**config.mk**
```make
export PLATFORM = sky130hd
export DESIGN_NAME = seq_run_detector_flat
export DESIGN_NICKNAME = d
export VERILOG_FILES = /design/src/rtl/seq_run_detector_if.sv /design/src/rtl/seq_run_detector.sv /design/src/flat_wrapper.sv
export SDC_FILE = /design/constraint.sdc
export NUM_CORES = 1
export LEC_CHECK = 0
export ABC_AREA = 1
export BUFFER_PORTS_ARGS = -buffer_cell sky130_fd_sc_hd__buf_2
export CAP_MARGIN = 5
export CORE_UTILIZATION = 49
export DETAILED_ROUTE_END_ITERATION = 12
export HOLD_SLACK_MARGIN = 0.02
export PLACE_DENSITY = 0.8
export REMOVE_ABC_BUFFERS = 1
export SYNTH_ARGS = -nofsm -noshare
export SYNTH_HDL_FRONTEND = slang
export SYNTH_SLANG_ARGS = --single-unit
```
**constraint.sdc**
```tcl
create_clock -name clk -period 1.4 [get_ports clk]
set_input_delay 0.14 -clock clk [delete_from_list [all_inputs] [get_ports clk]]
set_output_delay 0.14 -clock clk [all_outputs]
set_load 0.1 [all_outputs]
```
**src/rtl/seq_run_detector_if.sv**
```systemverilog
// Signal bundle for seq_run_detector: sample inputs from the source side,
// detection flags and debug state back from the detector.
interface seq_run_detector_if #(
  parameter int CNT_W = 4
);
  logic             en;
  logic             w;
  logic             led_out;
  logic             counter_rst;
  logic             match_ones;
  logic             match_zeros;
  logic [CNT_W-1:0] run_cnt;
  logic [2:0]       state;

  modport master (
    output en, w,
    input  led_out, counter_rst, match_ones, match_zeros, run_cnt, state
  );

  modport slave (
    input  en, w,
    output led_out, counter_rst, match_ones, match_zeros, run_cnt, state
  );
endinterface

```
**src/rtl/seq_run_detector.sv**
```systemverilog
// Run detector: flags RUN_LEN equal consecutive samples of w (ones or zeros)
// and holds led_out high for HOLD_CYCLES clocks, optionally retriggering.
module seq_run_detector #(
  parameter int RUN_LEN     = 4,
  parameter int HOLD_CYCLES = 8,
  parameter int CNT_W       = 4,
  parameter int OVERLAP     = 1
) (
  input  logic               clk,
  input  logic               resetn,
  seq_run_detector_if.slave  bus
);

  typedef enum logic [2:0] {
    IDLE = 3'b000,
    RUN  = 3'b001,
    HOLD = 3'b010
  } state_t;

  localparam logic [CNT_W-1:0] RUN_MAX   = CNT_W'(RUN_LEN);
  localparam logic [CNT_W-1:0] RUN_PRE   = CNT_W'(RUN_LEN - 1);
  localparam logic [CNT_W-1:0] HOLD_LOAD = CNT_W'(HOLD_CYCLES - 1);
  localparam logic [CNT_W-1:0] CNT_ONE   = CNT_W'(1);

  state_t           state_q, state_d;
  logic [CNT_W-1:0] run_cnt_q, run_cnt_d;
  logic [CNT_W-1:0] hold_cnt_q, hold_cnt_d;
  logic             last_w_q, last_w_d;
  logic             led_q, led_d;
  logic             crst_q, crst_d;
  logic             ones_q, ones_d;
  logic             zeros_q, zeros_d;

  logic             track;
  logic             same;
  logic             complete;

  // NOTE: every registered signal is written with <= in the clocked block
  // only; the combinational block below computes all next values.
  always_ff @(posedge clk or negedge resetn) begin
    if (!resetn) begin
      state_q    <= IDLE;
      run_cnt_q  <= '0;
      hold_cnt_q <= '0;
      last_w_q   <= 1'b0;
      led_q      <= 1'b0;
      crst_q     <= 1'b0;
      ones_q     <= 1'b0;
      zeros_q    <= 1'b0;
    end else begin
      state_q    <= state_d;
      run_cnt_q  <= run_cnt_d;
      hold_cnt_q <= hold_cnt_d;
      last_w_q   <= last_w_d;
      led_q      <= led_d;
      crst_q     <= crst_d;
      ones_q     <= ones_d;
      zeros_q    <= zeros_d;
    end
  end

  // NOTE: each output of this block gets a default before the case so no
  // path through it can leave a value unassigned and infer a latch.
  always_comb begin
    state_d    = state_q;
    run_cnt_d  = run_cnt_q;
    hold_cnt_d = hold_cnt_q;
    last_w_d   = last_w_q;
    led_d      = led_q;
    ones_d     = ones_q;
    zeros_d    = zeros_q;
    crst_d     = 1'b0;
    same       = (bus.w == last_w_q);
    complete   = 1'b0;
    // Overlapping mode keeps tracking runs while a detection is held.
    track      = (state_q == RUN) || ((state_q == HOLD) && (OVERLAP != 0));

    case (state_q)
      IDLE: begin
        if (bus.en) begin
          last_w_d  = bus.w;
          run_cnt_d = CNT_ONE;
          crst_d    = 1'b1;
          state_d   = RUN;
        end
      end

      RUN, HOLD: begin
        if (state_q == HOLD && hold_cnt_q != '0) begin
          hold_cnt_d = hold_cnt_q - 1'b1;
        end

        if (track && bus.en) begin
          if (same) begin
            complete = (run_cnt_q == RUN_PRE) ||
                       ((OVERLAP != 0) && (run_cnt_q == RUN_MAX));
            if (run_cnt_q < RUN_MAX) begin
              run_cnt_d = run_cnt_q + 1'b1;
            end
          end else begin
            last_w_d  = bus.w;
            run_cnt_d = CNT_ONE;
            crst_d    = 1'b1;
          end
        end

        // A completion on the final hold cycle retriggers instead of exiting.
        if (complete) begin
          state_d    = HOLD;
          led_d      = 1'b1;
          hold_cnt_d = HOLD_LOAD;
          ones_d     = last_w_q;
          zeros_d    = ~last_w_q;
          if (OVERLAP == 0) begin
            run_cnt_d = '0;
          end
        end else if (state_q == HOLD && hold_cnt_q == '0) begin
          led_d   = 1'b0;
          ones_d  = 1'b0;
          zeros_d = 1'b0;
          state_d = (OVERLAP != 0) ? RUN : IDLE;
        end
      end

      default: begin
        state_d    = IDLE;
        run_cnt_d  = '0;
        hold_cnt_d = '0;
        last_w_d   = 1'b0;
        led_d      = 1'b0;
        ones_d     = 1'b0;
        zeros_d    = 1'b0;
      end
    endcase
  end

  assign bus.led_out     = led_q;
  assign bus.counter_rst = crst_q;
  assign bus.match_ones  = ones_q;
  assign bus.match_zeros = zeros_q;
  assign bus.run_cnt     = run_cnt_q;
  assign bus.state       = state_q;

endmodule

```
**src/flat_wrapper.sv**
```systemverilog
// flat-port wrapper written by rule: the top's interface ports become plain ports
module seq_run_detector_flat 
#(
  parameter int RUN_LEN     = 4,
  parameter int HOLD_CYCLES = 8,
  parameter int CNT_W       = 4,
  parameter int OVERLAP     = 1
)
  (clk, resetn, bus_en, bus_w, bus_led_out, bus_counter_rst, bus_match_ones, bus_match_zeros, bus_run_cnt, bus_state);
  seq_run_detector_if #(.CNT_W(CNT_W)) bus_i ();
  input  logic clk;
  input  logic resetn;
  input wire logic [$bits(bus_i.en)-1:0] bus_en;
  input wire logic [$bits(bus_i.w)-1:0] bus_w;
  output wire logic [$bits(bus_i.led_out)-1:0] bus_led_out;
  output wire logic [$bits(bus_i.counter_rst)-1:0] bus_counter_rst;
  output wire logic [$bits(bus_i.match_ones)-1:0] bus_match_ones;
  output wire logic [$bits(bus_i.match_zeros)-1:0] bus_match_zeros;
  output wire logic [$bits(bus_i.run_cnt)-1:0] bus_run_cnt;
  output wire logic [$bits(bus_i.state)-1:0] bus_state;
  assign bus_i.en = bus_en;
  assign bus_i.w = bus_w;
  assign bus_led_out = bus_i.led_out;
  assign bus_counter_rst = bus_i.counter_rst;
  assign bus_match_ones = bus_i.match_ones;
  assign bus_match_zeros = bus_i.match_zeros;
  assign bus_run_cnt = bus_i.run_cnt;
  assign bus_state = bus_i.state;
  seq_run_detector #(.RUN_LEN(RUN_LEN), .HOLD_CYCLES(HOLD_CYCLES), .CNT_W(CNT_W), .OVERLAP(OVERLAP)) u_core (.clk(clk), .resetn(resetn), .bus(bus_i));
endmodule
```
# Yosys cells after proc, flatten, opt, wreduce, memory -nomap -nowiden
# Cells that the tools add are included.
# op_classes
add_sub_neg,2
multipliers,0
n_div,0
n_lt_le_gt_ge,1
eq_ne,11
n_shift,0
n_mux,30
n_bitwise,2
reduce_logical,14
# ops
op,n
4-bit 2-to-1 mux,6
4-bit one-hot mux with 2 select lines,2
1-bit 2-to-1 mux,13
1-bit one-hot mux with 2 select lines,5
3-bit 2-to-1 mux,3
"3-bit by 1-bit != test with 1-bit output, second input constant",2
3-bit one-hot mux with 2 select lines,1
2-bit AND reduction,3
3-bit AND reduction,2
"4-bit by 1-bit adder with 4-bit output, second input constant",1
"4-bit by 2-bit equality test with 1-bit output, second input constant",1
"4-bit by 3-bit equality test with 1-bit output, second input constant",1
4-bit logical NOT,1
"4-bit by 3-bit less-than comparator with 1-bit output, second input constant",1
"2-bit != test, second input constant",2
4-bit nonzero test,1
"4-bit by 1-bit subtractor with 4-bit output, second input constant",1
"3-bit by 1-bit equality test with 1-bit output, second input constant",1
"3-bit by 2-bit equality test with 1-bit output, second input constant",1
1-bit logical AND,3
3-bit logical NOT,1
"3-bit != test, second input constant",1
1-bit logical OR,2
"2-bit by 1-bit != test with 1-bit output, second input constant",1
3 further kinds,4
# word_totals
regBits,16
latchBits,0
ramBits,0
mem_bits_ro,0
in_bits,4
out_inout_bits,11
memories,0

# Longest topological paths before layout
# Gate-level depths: netlist of run 1.
# depth
depth_word,7
depth_mapped,11

# Worst setup path before layout of run 1
# Ideal clock, no wire load.
# synth_path
kind,register to register
start,"reg u_core.state_q[1], in the netlist u_core.bus.state[1]"
end,"reg u_core.ones_q, in the netlist u_core.bus.match_ones"
setup_time_ps,125
arrival_ps,2139
path_slack_ps,-864
path_stages_with_launch,11
path_buffers,1
path_cell_list,dfrtp_1 inv_1 ha_1 buf_4 nand2_2 nor2_4 nand3_4 nand2_2 nand2_1 nand2_1 o21ai_1
# synth_via
elab_chain_len,7
# synth_rtl
item,line,text
from (decl),seq_run_detector.sv:25,"state_t state_q, state_d;"
from (signal assigned),seq_run_detector.sv:51,state_q <= state_d;
3-bit by 1-bit equality test with 1-bit output / 3-bit by 2-bit equality test with 1-bit output (equally long branches),"seq_run_detector.sv:76, seq_run_detector.sv:78, seq_run_detector.sv:117",
1-bit logical OR,seq_run_detector.sv:76,track = (state_q == RUN) || ((state_q == HOLD) && (OVERLAP != 0));
1-bit logical AND,seq_run_detector.sv:93,if (track && bus.en) begin
1-bit 2-to-1 mux,seq_run_detector.sv:93,
1-bit 2-to-1 mux,seq_run_detector.sv:78,case (state_q)
1-bit 2-to-1 mux / 3-bit by 1-bit != test with 1-bit output (equally long branches),-,
1-bit one-hot mux with 2 select lines / 2-bit AND reduction (equally long branches),-,
to (signal assigned),seq_run_detector.sv:57,ones_q <= ones_d;
to (decl),seq_run_detector.sv:31,"logic ones_q, ones_d;"
# Parallel ways exist; a longest one is shown, timed or not. The select of a mux whose other input is x is not followed.
# A chain may end at the register's enable or synchronous reset.

# Final worst setup path of run 1
# layout_path
start,"reg u_core.state_q[1], in the netlist u_core.bus.state[1]"
end,"reg u_core.run_cnt_q[1], in the netlist u_core.bus.run_cnt[1]"
# layout_via
elab_chain_len,5
# layout_rtl
item,line,text
3-bit by 1-bit equality test with 1-bit output / 3-bit by 2-bit equality test with 1-bit output (equally long branches),"seq_run_detector.sv:76, seq_run_detector.sv:78",
1-bit logical OR,seq_run_detector.sv:76,
1-bit logical AND,seq_run_detector.sv:93,
2-bit by 1-bit != test with 1-bit output (no line),-,
3-bit AND reduction (no line),-,
to (signal assigned),seq_run_detector.sv:52,run_cnt_q <= run_cnt_d;
to (decl),seq_run_detector.sv:26,"logic [CNT_W-1:0] run_cnt_q, run_cnt_d;"
# Parallel ways exist; a longest one is shown, timed or not.

==> metrics.txt, run 1 <==
Die H between 40 and 50 um; Place WS -0.131 ns; # clock sinks 15; startpoint types flip-flop; sequential cell area fraction in the yosys report just under 40%; gr usage total around a quarter; grt ovf 0; hold path depth 3; yosys warns 0; arrival time worst endpoint between 1.5 and 2 ns; drt first pass iters 4; die area 2100 um^2; maximum vdd drop about 0.0016 V; CTS Buf Count 3; vias in the first global route between 800 and 900; Iteration-0 DRC Markers 22; routed len/inst between 10 and 15 um; period utilization 108%; Tmin final approximately 1.5 ns; CP cell instances inv_2, ha_4, buf_12, o21bai_4, nand3_4, nand2_4, nand4_1, o21ai_1; DRC viols 0; clock network fraction of total power about 7.6%; M3 GR Usage under 10%; crit end category flip-flop; global route hottest layer met2; clk slew on worst S/H paths 0.09 ns; RR Endpoint u_core.bus.run_cnt[1]; post-synthesis mux area share 0%; Pint around 1.5 mW; fmax between 600 and 700 MHz; largest family of logic cells by synthesized area simple AND/OR/NAND/NOR gates; Cells after DPL approximately 160; met2 GRT Util between 40% and 50%; Synth Area in XOR/XNOR 1.86%; TNS Setup -1.15 ns; reg-to-reg slack, setup -0.12 ns; Crit Reg-Reg Startpoint u_core.bus.state[1]; Hold Crit Class input port to flip-flop; initial core utilization between 50% and 60%; switching part of the total a little over half; Post-Synth Simple-Gate Area 30.1%; setup ws final -0.115 ns; largest net degree at the start of global routing 16; Core Area between 1500 and 2000 um^2; met1 usage a little under a third; syn_area_per_cell 7.86 um^2; Longest Clk Path Bufs 2; final setup vio count 15; post-synth cell types 23; clk_skew approximately 0.0066 ns; hold path startpoint bus_w; share of cells above drive strength 1 between 40% and 50%; diodes inserted 0; Crit Path Category flip-flop to flip-flop; clock tree from TritonCTS done; Design Area, Final roughly 1300 um^2; Vias/cell approximately 5.1; final-stage net count 161; Max Cap Violations 0; max incr delay on CP 0.41 ns; Non-Filler Instances around 170; Rows 15; ANT nets after route 0; leakage slightly below 0.7 nW; worst r2r path cells 8; Mapped Area roughly 940 um^2; dpl hpwl 1490 um; Vias between 800 and 900; total power roughly 3.4 mW; port bufs 13; worst hold endpoint u_core.last_w_q; Clock Latency Late Sink 0.29 ns; placed cell area ~1100 um^2; synthesized flop and latch total 15; first-pass GRT wire length between 3000 and 4000 um; Syn Inst Count between 100 and 150; slowest CP cell dfrtp_1; final WL 2510 um; Reg power frac 19.8%; Horiz. Die Dim between 40 and 50 um; H-tree levels 1; Crit path required time ~1.6 ns; outcome finished with violations; RePlAce Congestion around 0.9; violated checks negative setup slack; Synth Area in Compound Gates between 8 and 9%; initial antenna violation count 0; Psw 1.84 mW; Root Buffer clkbuf_4; synth-to-layout area growth 37.5%; Hold Fails Final Rpt 0; worst-path fanout max 6; Adder-Cell Fraction of Synth Area 10.6%; Comb power frac between 70% and 80%; unrepaired setup endpoints after global routing yes; max-slew violations 0; io pins 15; Pwr Density 2590 nW/um^2
==> logic make-up (layout without fill, tap and decap cells) <==
family                     Yosys count  count (layout)
AOI/OAI and AO/OA                   15              15
and+or+nand+nor                     60              61
adders and majority gates            8               8
xor gates and xnor gates             2               2
other                                1               1
buffers and inverters               19              46
DFF                                 15              15
==> worst max-delay path by stage <==
stage                                   to  cells after the start                   from  slack, ns
global route          u_core.hold_cnt_q[1]                      8  u_core.bus.run_cnt[0]      -0.22
detailed placement  u_core.bus.match_zeros                      9    u_core.bus.state[1]      -0.13
finish               u_core.bus.run_cnt[1]                      8    u_core.bus.state[1]      -0.12
global placement     u_core.bus.match_ones                      9    u_core.bus.state[0]      -0.07
floorplan            u_core.bus.match_ones                      9    u_core.bus.state[1]      -0.90
CTS                    u_core.bus.state[0]                      9    u_core.bus.state[1]      -0.05
==> cell usage in the layout (no fill, tap or decap) <==
| cell | instances |
|---|---|
| buf_2 | 12 |
| dfrtp_1 | 15 |
| inv_1 | 12 |
| o31ai_2 | 1 |
| ha_1 | 7 |
| nor2_2 | 2 |
| nand2_4 | 6 |
| nand3_1 | 6 |
| buf_12 | 1 |
| nand2_1 | 25 |
| nand4_1 | 2 |
| ha_4 | 1 |
| clkbuf_1 | 1 |
| a21oi_2 | 3 |
| xor2_1 | 1 |
| clkbuf_4 | 4 |
| nand3_4 | 4 |
| buf_6 | 2 |
| inv_2 | 4 |
| nor2_1 | 7 |
| conb_1 | 1 |
| xnor2_1 | 1 |
| dlygate4sd3_1 | 1 |
| nand2_2 | 8 |
| nor2_4 | 1 |
| o21bai_4 | 1 |
| buf_4 | 8 |
| o21ai_2 | 1 |
| a21oi_1 | 2 |
| o21ai_0 | 3 |
| clkinv_2 | 1 |
| o21ai_1 | 4 |
==> area by class of cell <==
| class | instances | area, um^2 |
|---|---|---|
| inverter | 17 | 65.1 |
| fill | 142 | 467 |
| multi-input combinational | 87 | 619 |
| tap | 25 | 31.3 |
| timing repair buffer | 25 | 180 |
| sequential | 15 | 375 |
| clock buffer | 4 | 26.3 |
==> metal layers <==
layer / up-vias / part of all wire (%)
met5: - / 0
met4: 0 / 4.3
met3: 12 / 5.2
met2: 34 / 48
met1: 403 / 43
li1: 436 / -
==> cell usage after synthesis, drive strengths merged <==
library cell | count | area share (%)
nand2 | 39 | 17
inv | 16 | 6.4
dfrtp | 15 | 40
nor2 | 10 | 5.0
nand3 | 9 | 6.6
ha | 8 | 11
o21ai | 8 | 4.2
a21oi | 5 | 2.7
buf | 2 | 1.6
nand4 | 2 | 1.3
clkinv | 1 | 0.40
conb | 1 | 0.40
o21bai | 1 | 1.2
o31ai | 1 | 0.80
xnor2 | 1 | 0.93
xor2 | 1 | 0.93
==> power groups by stage <==
stage / Clock, mW / Sequential, mW / Combinational [mW]
after floorplan: 0 / 1.13 / 0.856
final: 0.255 / 0.664 / 2.44
after detailed placement: 0 / 0.656 / 1.76
after CTS: 0.255 / 0.654 / 2.05
after global routing: 0.272 / 0.683 / 2.59
after global placement: 0 / 0.648 / 1.73
==> worst max-delay path, delay by kind of cell, from the launching register on <==
family,cells,cell delay (ns)
flip-flops,1,0.41
AO/OA/AOI/OAI,2,0.31
AND/OR/NAND/NOR,3,0.30
adder cells (fa/ha/maj),1,0.22
buffers and inverters,2,0.21
==> flip-flops by register name, indices dropped and copies added, names as in the netlist <==
name	flops
u_core.bus.match_zeros	1
u_core.bus.state	2
u_core.bus.run_cnt	4
u_core.bus.led_out	1
u_core.hold_cnt_q	4
u_core.last_w_q	1
u_core.bus.match_ones	1
u_core.bus.counter_rst	1
==> repair_timing <==
action                     4_1_cts  5_1_grt
hold endpoints to repair        15        0
cloned                           1        0
setup endpoints to repair       14       15
gates resized for setup         18       16
buffers inserted                 3        1
hold buffers                     1        0
pin swaps                        4        5
==> per-stage QoR <==
step / util (%) / hold slack [ns]
3_3_place_gp: 61.1 / 0.0570
6_report: 73.5 / 0.148
4_1_cts: 69.0 / 0.134
3_5_place_dp: 61.1 / 0.0632
2_1_floorplan: - / -0.156
5_1_grt: 73.5 / 0.147
(Power assumes the default switching activity.)
==> run 2: changes to the inputs <==
--- a/config.mk
+++ b/config.mk
@@ -13,6 +13,7 @@
 export HOLD_SLACK_MARGIN = 0.02
 export PLACE_DENSITY = 0.8
 export REMOVE_ABC_BUFFERS = 1
+export SKIP_LAST_GASP = 1
 export SYNTH_ARGS = -nofsm -noshare
 export SYNTH_HDL_FRONTEND = slang
 export SYNTH_SLANG_ARGS = --single-unit
==> constraint.sdc (replaced) <==
create_clock -name clk -period 1.4 [get_ports clk]
set_input_delay 0.42 -clock clk [delete_from_list [all_inputs] [get_ports clk]]
set_output_delay 0.42 -clock clk [all_outputs]
set_load 0.1 [all_outputs]
==> run 2 against run 1 <==
Net effect: the flow still finishes with violations (negative setup slack); via count up 11%; count of clock-buffer cells in the layout down 1; die area unchanged; first-iteration DRC count up 110%; non-clock buffer count unchanged; final area up 11%; final cell count unchanged; critical path depth up 1; sequential power up 3.6%; clock skew down 0.0044 ns; utilization up 8.1 points; sequential share of layout area down 2.8 points; largest cell class unchanged; largest power group unchanged.
==> metrics.txt, run 2 (synthesis gave the netlist of run 1 again) <==
outcome finished with violations; violated checks negative setup slack; Iteration-0 DRC Markers 46 (+110%); Vias 985 (+11%); Horiz. Die Dim 45.9 um (unchanged); initial antenna violation count 0 (unchanged); ANT nets after route 0 (unchanged); CTS Buf Count 3 (unchanged); clock tree from TritonCTS done; Crit Reg-Reg Startpoint u_core.bus.state[0]; Rows 15 (unchanged); FILL cells 108 (-24%); Root Buffer clkbuf_4; Comb power frac 73.5% (+0.8 points); first-pass GRT wire length 3910 um (+10%); arrival time worst endpoint 1.75 ns (+0.02 ns); final WL 2740 um (+9.0%); worst-path fanout max 5 (-1); critical path launch point u_core.bus.state[0]; setup ws final -0.153 ns (-0.0375 ns); max-slew violations 0 (unchanged); clk_skew 0.00223 ns (-0.00435 ns); RR Endpoint u_core.hold_cnt_q[1]; switching part of the total 54.1% (-0.81 points); total power 3.57 mW (+6.3%); Psw 1.93 mW (+4.7%); slowest CP cell dfrtp_1; fin util 81.6% (+8.1 points); Core Area 1760 um^2 (unchanged); reg-to-reg slack, setup -0.15 ns (-0.04 ns); H-tree levels 1 (unchanged); initial core utilization 53.5% (unchanged); die area 2100 um^2 (unchanged); routed len/inst 15.8 um (+9.0%); crit end category flip-flop; most frequent cells in the layout 25 x nand2_1, 14 x dfrtp_1, 11 x inv_1; synth-to-layout area growth 52.7%; port bufs 13 (unchanged); Crit Path Category flip-flop to flip-flop; # clock sinks 15 (unchanged); startpoint types flip-flop; Crit path required time 1.59 ns (-0.02 ns); Bufs and invs on worst path 1 (-1); Hold Crit Class input port to async pin; cts hold-fix bufs 0 (-1); Tmin final 1.55 ns (+0.0375 ns); Pwr Density 2480 nW/um^2 (-4.2%); Pint 1.64 mW (+8.2%); commonest non-fill, non-tap cell in the layout nand2_1; Vias/cell 5.69 (+11%); final setup vio count 18 (+3); largest net degree at the start of global routing 16 (unchanged); period utilization 111% (+2.7 points); max incr delay on CP 0.41 ns (about the same); fmax 644 MHz (-2.4%); cell family with most CP delay simple AND/OR/NAND/NOR gates; Hold Fails Final Rpt 0 (unchanged); gr usage total 26.3% (+1.6 points); DRC viols 0 (unchanged); share of cells above drive strength 1 45.3% (+4.7 points); clock network fraction of total power 7.3% (-0.3 points); RePlAce Congestion 0.884 (+0.20%); CP cell instances inv_2, ha_4, nand2_4, nor2_4, nand3_4, nand3_2, nand2_2, nand2_1, nand2_1; vias in the first global route 839 (+1.9%); diodes inserted 0 (unchanged); worst r2r path cells 9 (+1); Die H 45.9 um (unchanged); crit path to u_core.hold_cnt_q[1]; Clock Latency Late Sink 0.29 ns (about the same); drt first pass iters 4 (unchanged); most used cell, CP nand2_1; Longest Clk Path Bufs 2 (unchanged); io pins 15 (unchanged); grt ovf 0 (unchanged); Worst path depth 9 (+1); Reg power frac 19.3% (-0.5 points); Max Cap Violations 0 (unchanged); final-stage net count 161 (unchanged); maximum vdd drop 0.00194 V (+21%); clk slew on worst S/H paths 0.09 ns (about the same); dpl hpwl 1550 um (+3.9%); unrepaired setup endpoints after global routing yes; leakage 0.715 nW (+3.7%)
==> run 2: area by class of cell <==
type	instances	area, um^2	area share [%]
clock buffer	3	22.5	1.56
clock inverter	1	5.00	0.348
inverter	17	68.8	4.78
multi-input combinational	87	619	43.0
sequential	15	377	26.2
tap	25	31.3	2.17
timing repair buffer	25	317	22.0
==> run 2: how the worst min path moves through the flow <==
stage | slack, ns | end
floorplan | 0.12 | u_core.bus.counter_rst
global placement | 0.34 | u_core.bus.run_cnt[0]
detailed placement | 0.35 | u_core.bus.run_cnt[0]
CTS | 0.02 | u_core.bus.match_zeros
global route | 0.05 | u_core.bus.run_cnt[1]
finish | 0.01 | u_core.bus.match_zeros
==> run 2: routing by layer <==
layer	part of all wire, %	GRT usage [%]	routed length (um)	vias to the layer above
li1	-	-	-	437
met4	4.5	11.2	123	0
met5	0	0	0	-
met1	38	36.9	1040	456
met2	48	41.7	1320	74
met3	9.5	1.59	259	18
==> run 2: worst reg2reg max path, delay by kind of cell (launching register included) <==
family	cells	cell delay, ns
simple gates	7	0.67
flops	1	0.41
fa+ha+maj	1	0.30
buf+inv	1	0.07
==> run 2: power groups by stage <==
| stage | logic, mW | clock network [mW] | registers, mW |
|---|---|---|---|
| 5_1_grt | 2.79 | 0.277 | 0.702 |
| 4_1_cts | 2.23 | 0.269 | 0.665 |
| 6_report | 2.62 | 0.259 | 0.688 |
| 3_5_place_dp | 2.03 | 0 | 0.669 |
| 2_1_floorplan | 0.856 | 0 | 1.13 |
| 3_3_place_gp | 1.98 | 0 | 0.664 |
==> run 2: stage by stage <==
step | std cells | worst slack (ns) | TNS (ns) | hold WS, ns | instance area (um^2)
floorplan | 118 | -0.898 | -12.21 | 0.124 | 928
global placement | 165 | -0.0731 | -0.521 | 0.341 | 1240
detailed placement | 165 | -0.156 | -1.35 | 0.348 | 1240
CTS | 173 | -0.0556 | -0.527 | 0.0242 | 1360
global route | 173 | -0.223 | -2.38 | 0.0450 | 1440
finish | 173 | -0.153 | -1.80 | 0.0141 | 1440
==> run 2: what timing repair did <==
item,in CTS,in global routing
cloned,1,0
gates resized for setup,15,24
pin swaps,7,12
endpoints found under the setup margin,20,19
buffers inserted,3,0
